<file path="src/rtl/rom_fetch_responder_pkg.sv">
// Shared bus-cycle definitions for the 4-bit multiplexed instruction bus.
// Phase numbering matches the CPU-side blocks: A1..X3 = 0..7.
package rom_fetch_responder_pkg;

  typedef enum logic [2:0] {
    CYC_A1 = 3'h0,
    CYC_A2 = 3'h1,
    CYC_A3 = 3'h2,
    CYC_M1 = 3'h3,
    CYC_M2 = 3'h4,
    CYC_X1 = 3'h5,
    CYC_X2 = 3'h6,
    CYC_X3 = 3'h7
  } bus_phase_e;

  function automatic logic [3:0] inst_nibble(input logic [7:0] inst, input logic high);
    return high ? inst[7:4] : inst[3:0];
  endfunction

endpackage

</file>
<file path="src/rtl/rom_fetch_responder_phase_ctr.sv">
// Eight-phase bus cycle tracker: free-runs A1..X3, realigns on sync, freezes on halt.
//   state  | meaning
//   CYC_A1 | CPU drives PC[3:0]
//   CYC_A2 | CPU drives PC[7:4]
//   CYC_A3 | CPU drives chip nibble, program byte fetched
//   CYC_M1 | responder drives opcode nibble
//   CYC_M2 | responder drives operand nibble
//   CYC_X1..CYC_X3 | execute slots, bus not driven by responder
module bus_phase_counter
  import rom_fetch_responder_pkg::*;
(
  input  logic       clock,
  input  logic       reset_n,
  input  logic       sync,
  input  logic       halt,
  output bus_phase_e phase_o,
  output logic       frame_valid_o,
  output logic       sync_err_o
);

  bus_phase_e phase_q, phase_d;
  logic       frame_valid_q, frame_valid_d;
  logic       sync_err_q, sync_err_d;

  always_comb begin
    phase_d       = phase_q;
    frame_valid_d = frame_valid_q;
    sync_err_d    = 1'b0;
    if (!halt) begin
      if (sync) begin
        phase_d       = CYC_A2;
        frame_valid_d = 1'b1;
        sync_err_d    = (phase_q != CYC_A1);
      end else begin
        phase_d = bus_phase_e'(phase_q + 3'd1);
      end
    end
  end

  always_ff @(posedge clock or negedge reset_n) begin
    if (!reset_n) begin
      phase_q       <= CYC_A1;
      frame_valid_q <= 1'b0;
      sync_err_q    <= 1'b0;
    end else begin
      phase_q       <= phase_d;
      frame_valid_q <= frame_valid_d;
      sync_err_q    <= sync_err_d;
    end
  end

  // A sync clock is always treated as A1, so a misaligned sync still captures PC[3:0].
  assign phase_o       = (sync && !halt) ? CYC_A1 : phase_q;
  assign frame_valid_o = frame_valid_q;
  assign sync_err_o    = sync_err_q;

endmodule

</file>
<file path="src/rtl/rom_fetch_responder.sv">
// Memory-side responder of the 4-bit multiplexed instruction bus.
// Optional ROM_CHIP_SELECT_EN: answer only when the A3 nibble equals CHIP_ID.
module rom_fetch_responder
  import rom_fetch_responder_pkg::*;
#(
  parameter logic [3:0] CHIP_ID = 4'h0
) (
  input  logic       clock,
  input  logic       reset_n,
  input  logic       sync,
  input  logic       halt,
  input  logic [3:0] bus_in,
  output logic [3:0] bus_out,
  output logic       bus_oe,
  output logic [7:0] mem_addr,
  output logic       mem_req,
  input  logic [7:0] mem_data,
  output logic       sync_err
);

`ifdef ROM_CHIP_SELECT_EN
  localparam bit CHIP_SEL_EN = 1'b1;
`else
  localparam bit CHIP_SEL_EN = 1'b0;
`endif

  bus_phase_e phase;
  logic       frame_valid;
  logic       chip_match;
  logic [7:0] addr_q;
  logic [7:0] inst_q;
  logic       selected_q;
  logic       drive_slot;

  bus_phase_counter u_phase (
    .clock        (clock),
    .reset_n      (reset_n),
    .sync         (sync),
    .halt         (halt),
    .phase_o      (phase),
    .frame_valid_o(frame_valid),
    .sync_err_o   (sync_err)
  );

  assign chip_match = !CHIP_SEL_EN || (bus_in == CHIP_ID);

  always_ff @(posedge clock or negedge reset_n) begin
    if (!reset_n) begin
      addr_q     <= 8'h00;
      inst_q     <= 8'h00;
      selected_q <= 1'b0;
    end else if (!halt) begin
      case (phase)
        CYC_A1: addr_q[3:0] <= bus_in;
        CYC_A2: addr_q[7:4] <= bus_in;
        CYC_A3: begin
          inst_q     <= mem_data;
          selected_q <= frame_valid && chip_match;
        end
        // Drop selection once the operand is out so a stale byte is never redriven.
        CYC_M2: selected_q <= 1'b0;
        default: ;
      endcase
    end
  end

  assign drive_slot = (phase == CYC_M1) || (phase == CYC_M2);
  assign bus_oe     = !halt && selected_q && drive_slot;
  assign bus_out    = bus_oe ? inst_nibble(inst_q, phase == CYC_M1) : 4'h0;
  assign mem_req    = !halt && (phase == CYC_A3);
  assign mem_addr   = addr_q;

endmodule
</file>
<file path="config.mk">
export PLATFORM = sky130hd
export DESIGN_NAME = rom_fetch_responder
export DESIGN_NICKNAME = d
export VERILOG_FILES = /design/src/rtl/rom_fetch_responder_pkg.sv /design/src/rtl/rom_fetch_responder_phase_ctr.sv /design/src/rtl/rom_fetch_responder.sv
export SDC_FILE = /design/constraint.sdc
export NUM_CORES = 1
export LEC_CHECK = 0
export ABC_AREA = 1
export CORE_ASPECT_RATIO = 1.1
export CORE_MARGIN = 2
export CORE_UTILIZATION = 50
export DETAILED_ROUTE_END_ITERATION = 8
export GPL_TIMING_DRIVEN = 0
export HOLD_SLACK_MARGIN = 0.03
export MAX_ROUTING_LAYER = met4
export PLACE_DENSITY = 0.83
export SYNTH_ARGS = -nofsm -noshare
export SYNTH_HDL_FRONTEND = slang
export SYNTH_HIERARCHICAL = 1
export SYNTH_SLANG_ARGS = --single-unit
</file>
<file path="constraint.sdc">
create_clock -name clock -period 5 [get_ports clock]
set_input_delay 1.5 -clock clock [delete_from_list [all_inputs] [get_ports clock]]
set_output_delay 1.5 -clock clock [all_outputs]
set_load 0.01 [all_outputs]
</file>
* Word-level counts from Yosys, hierarchy flattened
Index checks and enable logic that the tools add are counted.
** Word-level totals
- Bits in latches :: 0
- Bits in read-only memories :: 0
- Memories :: 0
- Flip-flop bits (word level) :: 22
- RAM bits :: 0
- Output and inout port bits :: 15
** Operators by class
- Reduce and logical (&&, ||, !) cells :: 14
- Shift operators :: 0
- Add/sub/neg operators :: 1
- Multiplexer cells :: 7
- Multiply operators :: 0
- Bitwise gates (word level) :: 1
- Magnitude comparators :: 0
- Divide/modulo/power cells :: 0
- Equal/unequal tests :: 4
** Operators by type and width (count)
- $reduce_and A2 Y1 :: 5
- $mux W4 :: 2
- $eq A3 B2 Y1 const B :: 2
- $mux W3 :: 2
- $logic_and A1 B1 Y1 :: 4
- $add A3 B1 Y3 const B :: 1
- $eq A3 B1 Y1 const B :: 1
- $eq A3 B3 Y1 const B :: 1
- $logic_not A3 Y1 :: 1
- $reduce_bool A3 Y1 :: 1
- $mux W1 :: 2
- $pmux W1 S2 :: 1
- $reduce_bool A2 Y1 :: 1
- $logic_not A1 Y1 :: 1
- $logic_or A1 B1 Y1 :: 1
- $not A1 Y1 :: 1

* Longest topological paths before layout
- Depth after elaboration :: 7
- Gate-level depth with buffers :: 11
- Mapped depth without buffers :: 10

* Hierarchy
Netlist, hierarchy kept.
** By module, submodules not included
- rom_fetch_responder :: area each 852.1 µm², seq. area each 425.4 µm², cells each 105, instances 1
- bus_phase_counter :: area each 245.2 µm², seq. area each 125.1 µm², cells each 28, instances 1

* Least setup slack after synthesis
OpenSTA, ideal clock, no wires.
- Path kind :: input port to output port
- Start :: input halt
- End :: output bus_out[0]
- Buffers on the path :: 0
- Stages on the path :: 10
- Data required time :: 3.500 ns
- Slack :: 1.080 ns
- Arrival :: 2.420 ns
- Cell sequence :: inv_2 nand2_4 inv_2 nor2_1 inv_2 nand3_2 nand2_1 nand2_1 inv_1 nor2_1
** Between the ends
- Cells in the longest elaborated chain, start to end :: 7
- Elaborated cells on any way between the ends :: 10
- Those cells by class :: eq/ne (2); mux (3); reduce/logical (5)
** RTL lines
- from (decl) :: line rom_fetch_responder.sv:11 : input logic halt,
- $logic_not A1 Y1 (*) :: line rom_fetch_responder_phase_ctr.sv:53 : assign phase_o = (sync && !halt) ? CYC_A1 : phase_q;
- $logic_and A1 B1 Y1 (*) :: line rom_fetch_responder_phase_ctr.sv:53
- $mux W3 (*) :: line rom_fetch_responder_phase_ctr.sv:53
- net phase[2] :: line rom_fetch_responder.sv:27 : bus_phase_e phase;
- $eq A3 B2 Y1 / $eq A3 B3 Y1 (equally long branches) :: line rom_fetch_responder.sv:67, rom_fetch_responder.sv:69
- $logic_or A1 B1 Y1 :: line rom_fetch_responder.sv:67 : assign drive_slot = (phase == CYC_M1) || (phase == CYC_M2);
- $logic_and A1 B1 Y1 :: line rom_fetch_responder.sv:68 : assign bus_oe = !halt && selected_q && drive_slot;
- $mux W4 (*) :: line rom_fetch_responder.sv:69 : assign bus_out = bus_oe ? inst_nibble(inst_q, phase == CYC_M1) : 4'h0;
- to (decl) :: line rom_fetch_responder.sv:13 : output logic [3:0] bus_out,
The timed path passes the listed nets; every way through them passes the cells marked *.

* Final worst setup path
- Start :: input sync
- End :: output bus_out[0]
** Between the ends
- Cells in the longest elaborated chain, start to end :: 6
- Elaborated cells on any way between the ends :: 8
- Those cells by class :: eq/ne (2); mux (3); reduce/logical (3)
** RTL lines
- from (decl) :: line rom_fetch_responder.sv:10 : input logic sync,
- $logic_and A1 B1 Y1 (*) :: line rom_fetch_responder_phase_ctr.sv:53
- $mux W3 (*) :: line rom_fetch_responder_phase_ctr.sv:53
- net phase[0] :: line rom_fetch_responder.sv:27
- $eq A3 B2 Y1 / $eq A3 B3 Y1 (equally long branches) :: line rom_fetch_responder.sv:67, rom_fetch_responder.sv:69
- $logic_or A1 B1 Y1 :: line rom_fetch_responder.sv:67
- $logic_and A1 B1 Y1 :: line rom_fetch_responder.sv:68
- $mux W4 (*) :: line rom_fetch_responder.sv:69
Marks and branches as above.

==> results <==
-- path summary, 6_finish.rpt --
check                                          startpoint                            to  slack [ps]  cells past startpoint
min in group asynchronous                         reset_n  u_phase/sync_err_o$_DFF_PN0_        1730                      1
setup / recovery                                     sync                    bus_out[0]         120                     11
hold / removal                      inst_q[5]$_DFFE_PN0P_         inst_q[5]$_DFFE_PN0P_         490                      2
max in group asynchronous                         reset_n         inst_q[5]$_DFFE_PN0P_        2690                      1
setup reg to reg           u_phase/phase_q[0]$_DFFE_PN0N_       mem_addr[3]$_DFFE_PN0P_        3700                      7
hold reg to reg                     inst_q[5]$_DFFE_PN0P_         inst_q[5]$_DFFE_PN0P_         490                      2
-- routing by layer --
layer  vias up  routed length (um)  global-route usage, %  share of wire (%)
li1        476                   -                      -                  -
met1       429                 946                   22.6                 46
met2        23                1010                   34.9                 49
met3         2                  77                   1.98                3.8
met4         0                  16                   8.10               0.78
met5         -                   0                      -                  0
-- where the power goes --
part,total (W),internal (W),switching [W]
clock,0.0000747,0.0000280,0.0000468
sequential,0.000277,0.000240,0.0000371
combinational,0.000210,0.000104,0.000106
-- cell usage in the layout, fill, tap and decap left out --
cell type and n:
nand3b_1 2, dfrtp_1 22, nor2_2 1, clkinv_4 1, inv_2 4, a21oi_1 4, inv_1 13, nand3_1 1
or2_1 1, o21ai_1 4, nand2_1 48, buf_6 2, ha_1 2, nand2_2 2, o21ai_0 5, nand2_4 2
nor2_4 3, nand4_1 4, nor2_1 10, nand3_2 2, clkbuf_4 3, clkdlybuf4s50_1 29, clkbuf_2 1
-- flip-flops by register name, summed over array words and instances (netlist names) --
name / count
u_phase/phase_q: 3
inst_q: 8
u_phase/frame_valid_o: 1
selected_q: 1
u_phase/sync_err_o: 1
mem_addr: 8
-- worst min-delay path: cells and delay by family (launching register included) --
kind | cells | cell delay (ps)
flip-flops | 1 | 360
AND/OR/NAND/NOR | 2 | 110
-- per-stage QoR --
stage          cell area (sq um)  cells  hold WS, ps
2_1_floorplan               1100    133          423
3_3_place_gp                1430    191          450
3_5_place_dp                1430    191          468
4_1_cts                     1460    194          497
5_1_grt                     1450    194          522
6_report                    1450    194          494
-- Yosys cell counts --
library cell  number  area, sq um
nand2_1           48          180
dfrtp_1           22          551
inv_1             13         48.8
nor2_1            11         41.3
o21ai_0            5         25.0
a21oi_1            4         20.0
inv_2              4         15.0
nand4_1            4         25.0
o21ai_1            4         20.0
nor2_4             3         33.8
buf_6              2         22.5
ha_1               2         25.0
nand2_2            2         12.5
nand2_4            2         22.5
nand3_2            2         20.0
nand3b_1           2         15.0
clkinv_4           1         8.76
nand3_1            1         5.00
or2_1              1         6.26
-- layout make-up --
class	instances	share of cell area [%]
Multi-Input combinational cell	91	31.3
Sequential cell	22	37.9
Buffer	2	1.55
Tap cell	28	2.41
Clock buffer	3	1.55
Inverter	18	5.00
Timing Repair Buffer	30	20.3
-- kinds of logic (layout without fill, tap and decap cells) --
kind of cell / count (synthesis) / count (layout) / share of synthesized area [%]
and+or+nand+nor: 76 / 76 / 33.0
DFF: 22 / 22 / 50.2
buffers and inverters: 20 / 53 / 8.67
AOI/OAI and AO/OA: 13 / 13 / 5.93
adders and majority gates: 2 / 2 / 2.28
==> impl_metrics.env <==
export IMPL_p_total_w=0.000562
export IMPL_synthesis_nets=151
export IMPL_gp_congestion=0.800
export IMPL_dp_final_hpwl_um=1650
export IMPL_via_per_inst=4.79
export IMPL_syn_area_sq_um=1100
export IMPL_path_cells="clkdlybuf4s50_1, nand2_4, inv_2, nor2_1, buf_6, nor2_1, nand2_1, nand2_1, nand2_2, nor2_1, clkdlybuf4s50_1"
export IMPL_post_cts_buffers=0
export IMPL_cts_tree="done"
export IMPL_ys_ff_latch=22
export IMPL_synth_cell_type_count=19
export IMPL_tightest_slew_ps=953
export IMPL_crit_fanout=8
export IMPL_die_w_um=48.7
export IMPL_start_util_pct=53.7
export IMPL_antenna_found_initial=0
export IMPL_gr_total_overflow=0
export IMPL_ctsResizeCount=2
export IMPL_hp_class="reg -> reg"
export IMPL_first_global_vias=906
export IMPL_drt_total_wl_um=2050
export IMPL_pwr_density_cell_nw_per_um2=387
export IMPL_ys_seq_area_share_pct=50.2
export IMPL_first_pass_iters=4
export IMPL_final_core_util_pct=71.1
export IMPL_clk_path_buf_depth=2
export IMPL_area_growth_pct=32.4
export IMPL_maxSlewViolCount=0
export IMPL_post_drt_wl_per_cell_um=10.6
export IMPL_ant_nets=0
export IMPL_max_stage_delay_ps=540
export IMPL_cts_hold_buf=0
export IMPL_tns_ps=0
export IMPL_grt_pass1_wl_um=3740
export IMPL_setup_ws_ps=120
export IMPL_post_route_cells_drive_above_1_share_pct=12.7
export IMPL_syn_inst=133
export IMPL_first_iter_violations=10
export IMPL_fmax_ghz=0.205
export IMPL_startpoint_type="input pin"
export IMPL_preCtsSetupSlack_ps=-313
export IMPL_multi_input_area_sq_um=454
export IMPL_endpoint_kind="primary output"
export IMPL_finClkSkew_ps=2.38
export IMPL_coreArea_sq_um=2040
export IMPL_crit_path_top_delay_cell="clkdlybuf4s50_1"
export IMPL_row_count=17
export IMPL_path_clk_slew_ps=110
export IMPL_hold_viol_final=0
export IMPL_grt_setup_unrepaired="false"
export IMPL_syn_area_per_cell_sq_um=8.25
export IMPL_clk_latency_ps=290
export IMPL_regArea_sq_um=551
export IMPL_relSlewSlack_pct=36.2
export IMPL_setup_violations=0
export IMPL_worstPathRequired_ps=3500
export IMPL_grt_start_max_net_pins=23
export IMPL_p_leak_nw=0.727
export IMPL_diodes=0
export IMPL_ir_drop_v=0.000218
export IMPL_status="finished clean"
export IMPL_vias=930
export IMPL_cts_sinks=22
export IMPL_cts_made_buffers=3
export IMPL_htreeDepth=1
export IMPL_fillers=179
export IMPL_worstPathArrival_ps=3380
export IMPL_critPathBufInv=4
export IMPL_die_area_sq_um=2590
export IMPL_period_minus_slack_ps=4880
export IMPL_drc=0
export IMPL_grt_util_all_layers_pct=19.4
export IMPL_die_h_um=53.1
export IMPL_cap_violations=0
export IMPL_worstSetupPathType="in -> out"
export IMPL_cts_root_buf="clkbuf_4"
export IMPL_yosys_warnings=6
export IMPL_pin_count=31
export IMPL_critPathMostFrequentCell="nor2_1"
export IMPL_post_route_period_util_pct=97.6
export IMPL_io_buffers=30
export IMPL_fin_nets=186
export IMPL_crit_family="buffers and inverters"
Power figures use the tool's default switching activity.
